===== src/rtl/instr_fetch_if.sv =====
// Instruction fetch bus: ROM read port plus the valid/ready instruction
// handshake toward the decoder.
//   rom_en / rom_addr : fetch -> ROM read request
//   rom_data          : ROM -> fetch, valid the cycle after rom_en
//   instr_out         : held instruction to the decoder
//   out_valid         : instr_out is valid
//   out_ready         : decoder accepts instr_out
// master = fetch stage, slave = ROM + decoder side.
interface instr_fetch_if #(
  parameter int INSTR_BIT = 8
);
  logic                 rom_en;
  logic [INSTR_BIT-1:0] rom_addr;
  logic [31:0]          rom_data;
  logic [31:0]          instr_out;
  logic                 out_valid;
  logic                 out_ready;

  modport master (
    output rom_en, rom_addr, instr_out, out_valid,
    input  rom_data, out_ready
  );

  modport slave (
    input  rom_en, rom_addr, instr_out, out_valid,
    output rom_data, out_ready
  );
endinterface


===== src/rtl/instr_fetch.sv =====
// Instruction fetch stage for the matrix co-processor.
// Owns the PC, reads one 32-bit instruction at a time from a synchronous-read
// ROM and offers it to the decoder through a valid/ready handshake. Only the
// top three opcode bits are predecoded: 110 = jump, 111 = done (halt).
// Ports:
//   clk, rst : clock, synchronous active-high reset
//   start    : pulse, begins execution at PC 0 (honoured in IDLE/HALT only)
//   bus      : instr_fetch_if master (ROM port + instruction handshake)
//   pc       : address of the instruction being fetched or held
//   busy     : high in REQ, WAIT and HOLD
//   halted   : high in HALT
//
// state | meaning
// IDLE  | after reset, waiting for start
// REQ   | ROM read issued at pc
// WAIT  | ROM data returning, captured at end of cycle
// HOLD  | instruction presented, waiting for accept
// HALT  | done opcode accepted, waiting for start
module instr_fetch #(
  parameter int INSTR_BIT = 8
) (
  input  logic                 clk,
  input  logic                 rst,
  input  logic                 start,
  instr_fetch_if.master        bus,
  output logic [INSTR_BIT-1:0] pc,
  output logic                 busy,
  output logic                 halted
);

  typedef enum logic [2:0] {
    S_IDLE,
    S_REQ,
    S_WAIT,
    S_HOLD,
    S_HALT
  } state_t;

  localparam logic [2:0] OP_JUMP = 3'b110;
  localparam logic [2:0] OP_DONE = 3'b111;

  state_t               state, state_nxt;
  logic [INSTR_BIT-1:0] pc_nxt;
  logic [31:0]          instr_q, instr_nxt;
  logic [2:0]           opcode;
  logic [INSTR_BIT-1:0] jump_tgt;

  assign opcode   = instr_q[31:29];
  // Jump target sits directly below the opcode field.
  assign jump_tgt = instr_q[28 -: INSTR_BIT];

  always_ff @(posedge clk) begin
    if (rst) begin
      state   <= S_IDLE;
      pc      <= '0;
      instr_q <= '0;
    end else begin
      state   <= state_nxt;
      pc      <= pc_nxt;
      instr_q <= instr_nxt;
    end
  end

  always_comb begin
    state_nxt = state;
    pc_nxt    = pc;
    instr_nxt = instr_q;
    case (state)
      S_IDLE, S_HALT: begin
        if (start) begin
          pc_nxt    = '0;
          state_nxt = S_REQ;
        end
      end
      S_REQ: state_nxt = S_WAIT;
      S_WAIT: begin
        // Only load point for instr_q, so data arriving after a reset
        // (which forces IDLE) can never be captured.
        instr_nxt = bus.rom_data;
        state_nxt = S_HOLD;
      end
      S_HOLD: begin
        // out_valid is implied by HOLD, so accept reduces to out_ready here.
        if (bus.out_ready) begin
          case (opcode)
            OP_DONE: state_nxt = S_HALT;
            OP_JUMP: begin
              pc_nxt    = jump_tgt;
              state_nxt = S_REQ;
            end
            default: begin
              pc_nxt    = pc + INSTR_BIT'(1);
              state_nxt = S_REQ;
            end
          endcase
        end
      end
      default: state_nxt = S_IDLE;
    endcase
  end

  // All outputs decode from registered state only.
  assign bus.rom_en    = (state == S_REQ);
  assign bus.rom_addr  = pc;
  assign bus.instr_out = instr_q;
  assign bus.out_valid = (state == S_HOLD);
  assign busy          = (state == S_REQ) || (state == S_WAIT) || (state == S_HOLD);
  assign halted        = (state == S_HALT);

endmodule


===== src/flat_wrapper.sv =====
// flat-port wrapper written by rule: the top's interface ports become plain ports
module instr_fetch_flat 
#(
  parameter int INSTR_BIT = 8
)
  (clk, rst, start, pc, busy, halted, bus_rom_en, bus_rom_addr, bus_instr_out, bus_out_valid, bus_rom_data, bus_out_ready);
  instr_fetch_if #(.INSTR_BIT(INSTR_BIT)) bus_i ();
  input  logic clk;
  input  logic rst;
  input  logic start;
  output logic [INSTR_BIT-1:0] pc;
  output logic busy;
  output logic halted;
  output wire logic [$bits(bus_i.rom_en)-1:0] bus_rom_en;
  output wire logic [$bits(bus_i.rom_addr)-1:0] bus_rom_addr;
  output wire logic [$bits(bus_i.instr_out)-1:0] bus_instr_out;
  output wire logic [$bits(bus_i.out_valid)-1:0] bus_out_valid;
  input wire logic [$bits(bus_i.rom_data)-1:0] bus_rom_data;
  input wire logic [$bits(bus_i.out_ready)-1:0] bus_out_ready;
  assign bus_rom_en = bus_i.rom_en;
  assign bus_rom_addr = bus_i.rom_addr;
  assign bus_instr_out = bus_i.instr_out;
  assign bus_out_valid = bus_i.out_valid;
  assign bus_i.rom_data = bus_rom_data;
  assign bus_i.out_ready = bus_out_ready;
  instr_fetch #(.INSTR_BIT(INSTR_BIT)) u_core (.clk(clk), .rst(rst), .start(start), .bus(bus_i), .pc(pc), .busy(busy), .halted(halted));
endmodule

===== config.mk =====
export PLATFORM = sky130hd
export DESIGN_NAME = instr_fetch_flat
export DESIGN_NICKNAME = d
export VERILOG_FILES = /design/src/rtl/instr_fetch_if.sv /design/src/rtl/instr_fetch.sv /design/src/flat_wrapper.sv
export SDC_FILE = /design/constraint.sdc
export NUM_CORES = 1
export LEC_CHECK = 0
export CORE_MARGIN = 2
export CORE_UTILIZATION = 42
export CTS_BUF_LIST = sky130_fd_sc_hd__clkbuf_8
export CTS_CLUSTER_DIAMETER = 30
export DETAILED_ROUTE_END_ITERATION = 8
export GPL_TIMING_DRIVEN = 0
export PLACE_DENSITY = 0.82
export SLEW_MARGIN = 5
export SYNTH_ARGS = -nofsm -noshare
export SYNTH_HDL_FRONTEND = slang
export SYNTH_SLANG_ARGS = --single-unit

===== constraint.sdc =====
create_clock -name clk -period 2.04 [get_ports clk]
set_clock_uncertainty 0.2 [all_clocks]
set_input_delay 0.204 -clock clk [delete_from_list [all_inputs] [get_ports clk]]
set_output_delay 0.204 -clock clk [all_outputs]
set_load 0.005 [all_outputs]

# Word-level counts from Yosys, hierarchy flattened
# Cells that the tools add are included.
dict set report totals {
  register_bits 43
  input_bits 36
  output_inout_bits 52
}
dict set report op_classes {
  add_sub_neg 1
  eq_ne 9
  mux 8
  reduce_logical 7
}
# cell count
set op_table {}
lappend op_table {{case mux 8 bit (2 select lines)} 2}
lappend op_table {{two-way mux 8 bit} 2}
lappend op_table {{case mux 3 bit (4 select lines)} 1}
lappend op_table {{== test 3 bit, second input constant} 3}
lappend op_table {{two-way mux 3 bit} 3}
lappend op_table {{adder 8 x 1 -> 8 bit, second input constant} 1}
lappend op_table {{== test 3 x 2 -> 1 bit, second input constant} 2}
lappend op_table {{inequality test 2 bit, second input constant} 2}
lappend op_table {{AND reduction 4 bit} 1}
lappend op_table {{== test 3 x 1 -> 1 bit, second input constant} 1}
lappend op_table {{logical NOT 3 bit} 1}
lappend op_table {{logical OR 1 bit} 2}
lappend op_table {{inequality test 2 x 1 -> 1 bit, second input constant} 1}
lappend op_table {{AND reduction 2 bit} 1}
lappend op_table {{nonzero test 2 bit} 1}
lappend op_table {{OR reduction 2 bit} 1}

# Longest topological paths before layout
# Gate-level depths: netlist of run 1.
dict set report logic_depth {
  ltp_word 4
  mapped_depth 6
  ltp_nobuf 5
}

# Least setup slack after synthesis of run 1
# Ideal clock, no wire load.
dict set report synth_path {
  path_kind {flip-flop to flip-flop}
  from {register u_core.state[2]}
  to {register u_core.pc[2] (netlist: u_core.bus.rom_addr[2])}
  t_arrival_ns 1.392
  required_ns 1.770
  path_slack_ns 0.377
  path_stages_with_launch 5
  path_cell_list {dfxtp_1 and4b_4 a22oi_2 or4_1 a21oi_1}
}
dict set report synth_via {
  elab_chain_cells 4
  elab_cells_between_ends 10
}
# item line_no
set synth_lines {}
lappend synth_lines {{start, declared} instr_fetch.sv:42} ;# state_t state, state_nxt;
lappend synth_lines {{start signal, assigned} instr_fetch.sv:58} ;# state <= state_nxt;
lappend synth_lines {{== test 3 bit / logical NOT 3 bit (equally long branches)} instr_fetch.sv:68} ;# case (state)
lappend synth_lines {{OR reduction 2 bit} instr_fetch.sv:68}
lappend synth_lines {{inequality test 2 bit (no line) / nonzero test 2 bit (equally long branches)} -}
lappend synth_lines {{AND reduction 4 bit (no line)} -}
lappend synth_lines {{end signal, assigned} instr_fetch.sv:59} ;# pc <= pc_nxt;
lappend synth_lines {{end, declared} instr_fetch.sv:26} ;# output logic [INSTR_BIT-1:0] pc,
# Parallel ways exist; a longest one is shown, timed or not.
# A chain may end at the register's enable or synchronous reset.

# Worst setup path in the final report of run 1
dict set report layout_path {
  from {register u_core.state[0]}
  to {output halted}
}
dict set report layout_via {
  elab_chain_cells 1
}
# item line_no
set layout_lines {}
lappend layout_lines {{== test 3 bit} instr_fetch.sv:108} ;# assign halted = (state == S_HALT);
lappend layout_lines {{end, declared} flat_wrapper.sv:13} ;# output logic halted;
# No other way between the ends.

==> results of run 1 <==
[through the flow]
step	area [um^2]	power [mW]	utilization	setup slack (ns)
final	2893	1.930	0.7079	0.1136
after global routing	2893	2.012	0.7079	0.03206
after CTS	2882	1.936	0.7051	0.01701
after detailed placement	2761	1.255	0.6758	-0.03543
after global placement	2761	1.250	0.6758	-0.009105
after floorplan	1828	1.058	-	0.3772
[layer usage]
layer / share of wire / GRT usage
met1: 0.43 / 0.2496
met4: 0.013 / 0.07479
met3: 0.068 / 0.05628
met2: 0.49 / 0.3661
met5: 0 / 0
[power groups by stage]
stage,Clock (mW),Combinational (mW),Sequential (mW)
after floorplan,0,0.125,0.934
after global placement,0,0.315,0.935
after detailed placement,0,0.318,0.936
after CTS,0.697,0.322,0.918
after global routing,0.730,0.356,0.927
final,0.688,0.322,0.920
[sequential cells by signal, summed over array words and instances (netlist names)]
name and flops:
u_core.bus.rom_addr 8, u_core.state 3, u_core.bus.instr_out 32
[synthesized netlist by cell type, types with 5 or more instances]
master	number
a21oi_1	39
clkbuf_1	11
nor2_1	6
nand2_1	71
buf_4	8
nand3_1	5
nor3_1	5
dfxtp_1	43
o22ai_1	5
inv_1	9
a31oi_1	5
[area by class of cell]
type,count,share of cell area
Sequential cell,43,0.2980
Timing Repair Buffer,87,0.3010
Clock buffer,6,0.02855
Tap cell,50,0.02163
Clock inverter,2,0.01211
Multi-Input combinational cell,165,0.2902
Inverter,9,0.01168
Buffer,20,0.03676
[worst paths after layout]
path	start	end	slack, ns	depth (start not counted)
worst max-delay path	u_core.state[0]	halted	0.11	3
worst min-delay path	bus_rom_data[21]	u_core.bus.instr_out[21]	0.25	3
worst max register to register	u_core.state[1]	u_core.bus.instr_out[28]	0.16	6
worst min register to register	u_core.bus.instr_out[9]	u_core.bus.instr_out[9]	0.26	2
[cell families (layout without fill, tap and decap cells)]
group                    after synthesis  in the layout  synth area share
XOR/XNOR                               1              1          0.004792
AO/OA/AOI/OAI                         56             56            0.1759
AND/OR/NAND/NOR                      106            106            0.2594
adder cells (fa/ha/maj)                1              1          0.006844
multiplexers                           1              1          0.005476
buffers and inverters                 29            124           0.07666
flip-flops                            43             43            0.4709
[worst max-delay path, cell delays in order (launching register included)]
cell	delay [ns]
dfxtp_2	0.37
nor2_4	0.17
and2_1	0.17
clkdlybuf4s50_1	0.50
==> reports/qor.csv, run 1 <==
stage,metric,value,unit
grt,grt_pass1_wl,8514,um
grt,grt_overflow,0,
cts,cts_tree,built,
floorplanning,start_util,0.4473,
sta,tns,0,ns
power_and_ir_drop,p_clk_frac,0.356,
sta,drv_slew,0,
floorplanning,die_y,69.97,um
sta,hold-worst-slack,0.2509,ns
yosys,ys_warn_count,0,
grt,grt_max_degree,14,
cts,clockBufferDepth,2,
yosys,syn_area,1828,um^2
yosys,synth_ff_type,dfxtp_1,
floorplanning,io_pins,88,
yosys,synthArstFlopShare,0,
yosys,ys_types,35,
yosys,avgSynthCellArea,7.713,um^2
critical_path,crit_type,reg -> out,
cts,cts_root_buf,clkbuf_8,
floorplanning,num_rows,23,
route,first_pass_iters,4,
layout,layout_commonest_cell,clkdlybuf4s50_1,
cts,postCtsHoldBufs,0,
route,via_per_inst,5.060,
cts,cts_made_buffers,5,
worst_hold_path,holdCritPathClass,in -> reg,
layout,diodes,0,
layout,final_nets,368,
floorplanning,die_area,4896,um^2
power_and_ir_drop,combPwrFrac,0.167,
yosys,synth_top_area_share,0.4709,
yosys,ys_seq_elements,43,
place,dp_cells,374,
sta,slew_headroom,0.5956,
critical_path,cp.arrival,1.52,ns
power_and_ir_drop,internal_power,1.463,mW
yosys,syn_inst,237,
critical_path,end_kind,output port,
critical_path,start_kind,register,
status,status,"complete, no violations",
route,drt_iter0_drc,156,
critical_path,crit_fanout,8,
power_and_ir_drop,cellLeakagePower,1.027,nW
route,drc,0,
place,port_buffers,87,
layout,multiInputGateArea,839.6,um^2
cts,clock_insertion_delay_worst_skew,0.30,ns
cts,cts_setup_buffers,0,
floorplanning,core_area,4086,um^2
power_and_ir_drop,powerDensity,667.1,nW/um^2
power_and_ir_drop,p_sw_frac,0.2417,
sta,rsz0062_at_grt,false,
cts,ctsResizeCount,1,
route,vias,1933,
sta,min_period,1.926,ns
layout,layout_common_cells,"clkdlybuf4s50_1 (87), nand2_1 (71), dfxtp_1 (42)",
yosys,synth.area.top_cells,"dfxtp_1 (47%), nand2_1 (15%), a21oi_1 (11%)",
grt,grt.total_usage,0.2110,
yosys,syn_nets,274,
route,wl_per_cell,13.28,um
route,drt_wl_total,5073,um
sta,hold_viol_final,0,
layout,syn_to_final_growth,58.25,%
sta,fmax,0.5191,GHz
yosys,yosys.area.top_type,dfxtp_1,
place,post-dp-hpwl,3747,um
critical_path,cp_data_required_time,1.64,ns
place,gp_congestion,0.7988,
power_and_ir_drop,vdd.ir_drop.worst,0.4873,mV
yosys,synth_seq_area_share,0.4709,
flow_run,maxCapViolCount,0,
grt,antenna_found_initial,0,
cts,path_clk_slew,0.09,ns
power_and_ir_drop,p_sw,0.4665,mW
yosys,synth_edf_count,0,
sta,post-route-period-util,0.9443,
layout,regArea,862.1,um^2
sta,worst_pin_slew,0.6066,ns
layout,fill_cells,373,
sta,setup_violations,0,
layout,fin_cells,382,
layout,drive_gt1_frac,0.07229,
power_and_ir_drop,seqPwrFrac,0.477,
floorplanning,die_w,69.97,um
route,final_antenna_net_count,0,
cts,cts_sinks,43,
grt,grt_pass1_vias,1872,
cts,htree_num_levels,2,
No activity file was read; power rests on OpenSTA's default activity.
==> run 2: changes to the inputs <==
Settings changed: MAX_ROUTING_LAYER from default to met4.
==> run 2 against run 1 <==
Against the previous run:
- final area unchanged
- clock power is essentially flat
- first-iteration DRC count down 1.9%
- fmax hardly changed
- register-to-register slack is essentially flat
- global-route usage up 0.56 points
- sequential power about the same
- sequential share of layout area did not move
- power is essentially flat
- non-clock buffer count stayed put
- clock-buffer cell count did not move
- core utilization unchanged
==> reports/qor.csv, run 2 (same netlist as run 1, synthesis figures left out) <==
stage,metric,value,unit,change
status,status,"complete, no violations",,unchanged
sta,fmax,0.5194,GHz,was 0.5191 GHz
sta,hold-worst-slack,0.2479,ns,was 0.2509 ns
route,drt_wl_total,5088,um,was 5073 um
route,final_antenna_net_count,0,,unchanged
route,wl_met1,2179,um,was 2167 um
cts,cts_made_buffers,5,,unchanged
power_and_ir_drop,powerDensity,667.6,nW/um^2,was 667.1 nW/um^2
floorplanning,num_rows,23,,unchanged
power_and_ir_drop,seqPwrFrac,0.476,,was 0.477
grt,grt_max_degree,14,,unchanged
layout,layout_common_cells,"clkdlybuf4s50_1 (87), nand2_1 (71), dfxtp_1 (42)",,unchanged
sta,rsz0062_at_grt,false,,unchanged
cts,cts_tree,built,,unchanged
route,via_per_inst,5.105,,was 5.060
floorplanning,die_y,69.97,um,unchanged
flow_run,maxCapViolCount,0,,unchanged
grt,grt.total_usage,0.2166,,was 0.2110
route,wl_per_cell,13.32,um,was 13.28 um
worst_hold_path,holdCritPathClass,in -> reg,,unchanged
power_and_ir_drop,combPwrFrac,0.167,,about the same
layout,final_nets,368,,unchanged
layout,largest_reg_flops,32,,unchanged
layout,diodes,0,,unchanged
sta,layout_setup_ws,0.1146,ns,was 0.1136 ns
floorplanning,io_pins,88,,unchanged
place,gp_congestion,0.8102,,was 0.7988
power_and_ir_drop,p_sw,0.4680,mW,was 0.4665 mW
layout,fin_cells,382,,unchanged
sta,drv_slew,0,,unchanged
floorplanning,core_area,4086,um^2,unchanged
sta,min_period,1.925,ns,was 1.926 ns
power_and_ir_drop,p_total,1.931,mW,was 1.930 mW
power_and_ir_drop,p_clk_frac,0.357,,was 0.356
cts,cts_root_buf,clkbuf_8,,unchanged
worst_hold_path,hold_path_depth,3,,unchanged
critical_path,end_kind,output port,,unchanged
sta,tns,0,ns,unchanged
cts,cts_sinks,43,,unchanged
power_and_ir_drop,internal_power,1.463,mW,about the same
cts,clock_insertion_delay_worst_skew,0.30,ns,about the same
sta,worst_pin_slew,0.6143,ns,was 0.6066 ns
route,drt_iter0_drc,153,,was 156
critical_path,crit_fanout,8,,unchanged
sta,setup_violations,0,,unchanged
cts,cts_setup_buffers,0,,unchanged
power_and_ir_drop,vdd.ir_drop.worst,0.4891,mV,was 0.4873 mV
power_and_ir_drop,cellLeakagePower,1.027,nW,unchanged
route,vias,1950,,was 1933
route,wl_met2,2519,um,was 2493 um
route,first_pass_iters,4,,unchanged
critical_path,cp_data_required_time,1.64,ns,about the same
grt,grt_pass1_wl,8493,um,was 8514 um
layout,drive_gt1_frac,0.07229,,unchanged
grt,antenna_found_initial,0,,unchanged
place,port_buffers,87,,unchanged
place,dp_cells,374,,unchanged
place,post-dp-hpwl,3747,um,unchanged
critical_path,start_kind,register,,unchanged
route,drc,0,,unchanged
sta,hold_viol_final,0,,unchanged
sta,post-route-period-util,0.9438,,was 0.9443
cts,path_clk_slew,0.08,ns,was 0.09 ns
critical_path,r2r.worst_path.cells,6,,unchanged
cts,clockBufferDepth,2,,unchanged
layout,syn_to_final_growth,58.25,%,unchanged
floorplanning,die_area,4896,um^2,unchanged
power_and_ir_drop,p_sw_frac,0.2423,,was 0.2417
floorplanning,die_w,69.97,um,unchanged
route,top_layer,met4,,unchanged
cts,postCtsHoldBufs,0,,unchanged
critical_path,crit_type,reg -> out,,unchanged
layout,layout_commonest_cell,clkdlybuf4s50_1,,unchanged
cts,htree_num_levels,2,,unchanged
route,wl_met3,322,um,was 345 um
grt,grt_pass1_vias,1874,,was 1872
sta,slew_headroom,0.5905,,was 0.5956
grt,grt_overflow,0,,unchanged
place,dp_slack,-0.03543,ns,unchanged
floorplanning,start_util,0.4473,,unchanged
critical_path,cp.arrival,1.52,ns,about the same
[run 2: cell counts in the layout (fill, tap and decap cells not counted)]
No cell type changed its count.
[run 2: final timing paths]
| path | from | to | slack (ns) |
|---|---|---|---|
| min reg2reg | u_core.bus.instr_out[9] | u_core.bus.instr_out[9] | 0.26 |
| max | u_core.state[0] | halted | 0.11 |
| min | bus_rom_data[5] | u_core.bus.instr_out[5] | 0.25 |
| max reg2reg | u_core.state[1] | u_core.bus.instr_out[28] | 0.16 |
[run 2: per-stage QoR]
| stage | area, um^2 | utilization |
|---|---|---|
| after floorplan | 1828 | - |
| after global placement | 2761 | 0.6758 |
| after detailed placement | 2761 | 0.6758 |
| after CTS | 2882 | 0.7051 |
| after global routing | 2893 | 0.7079 |
| final | 2893 | 0.7079 |
[run 2: layout make-up]
| type | count | area [um^2] |
|---|---|---|
| multi-input combinational | 165 | 839.6 |
| clock inverter | 2 | 35.03 |
| timing repair buffer | 87 | 870.8 |
| fill | 373 | 1194 |
| sequential | 43 | 862.1 |
| buffer | 20 | 106.4 |
| tap | 50 | 62.56 |
| inverter | 9 | 33.78 |
| clock buffer | 6 | 82.58 |
[run 2: repair_timing]
item                                    CTS  global route
pin swaps                                 0             0
gates resized for setup                   1             3
endpoints found under the setup margin    1            28
[run 2: power by group through the flow]
stage | clock, mW | combinational, mW | sequential [mW]
3_3_place_gp | 0 | 0.315 | 0.935
4_1_cts | 0.697 | 0.322 | 0.918
6_report | 0.689 | 0.322 | 0.920
3_5_place_dp | 0 | 0.318 | 0.936
5_1_grt | 0.730 | 0.355 | 0.927
2_1_floorplan | 0 | 0.125 | 0.934
[run 2: metal layers]
| layer | track usage | vias up |
|---|---|---|
| met5 | - | - |
| met4 | 0.07479 | 0 |
| met3 | 0.04618 | 7 |
| met2 | 0.3661 | 72 |
| met1 | 0.2549 | 889 |
| li1 | - | 982 |
[run 2: worst max-delay path: stages (launching register included)]
cell and delay (ns):
dfxtp_2 0.37, nor2_4 0.17, and2_1 0.17, clkdlybuf4s50_1 0.50
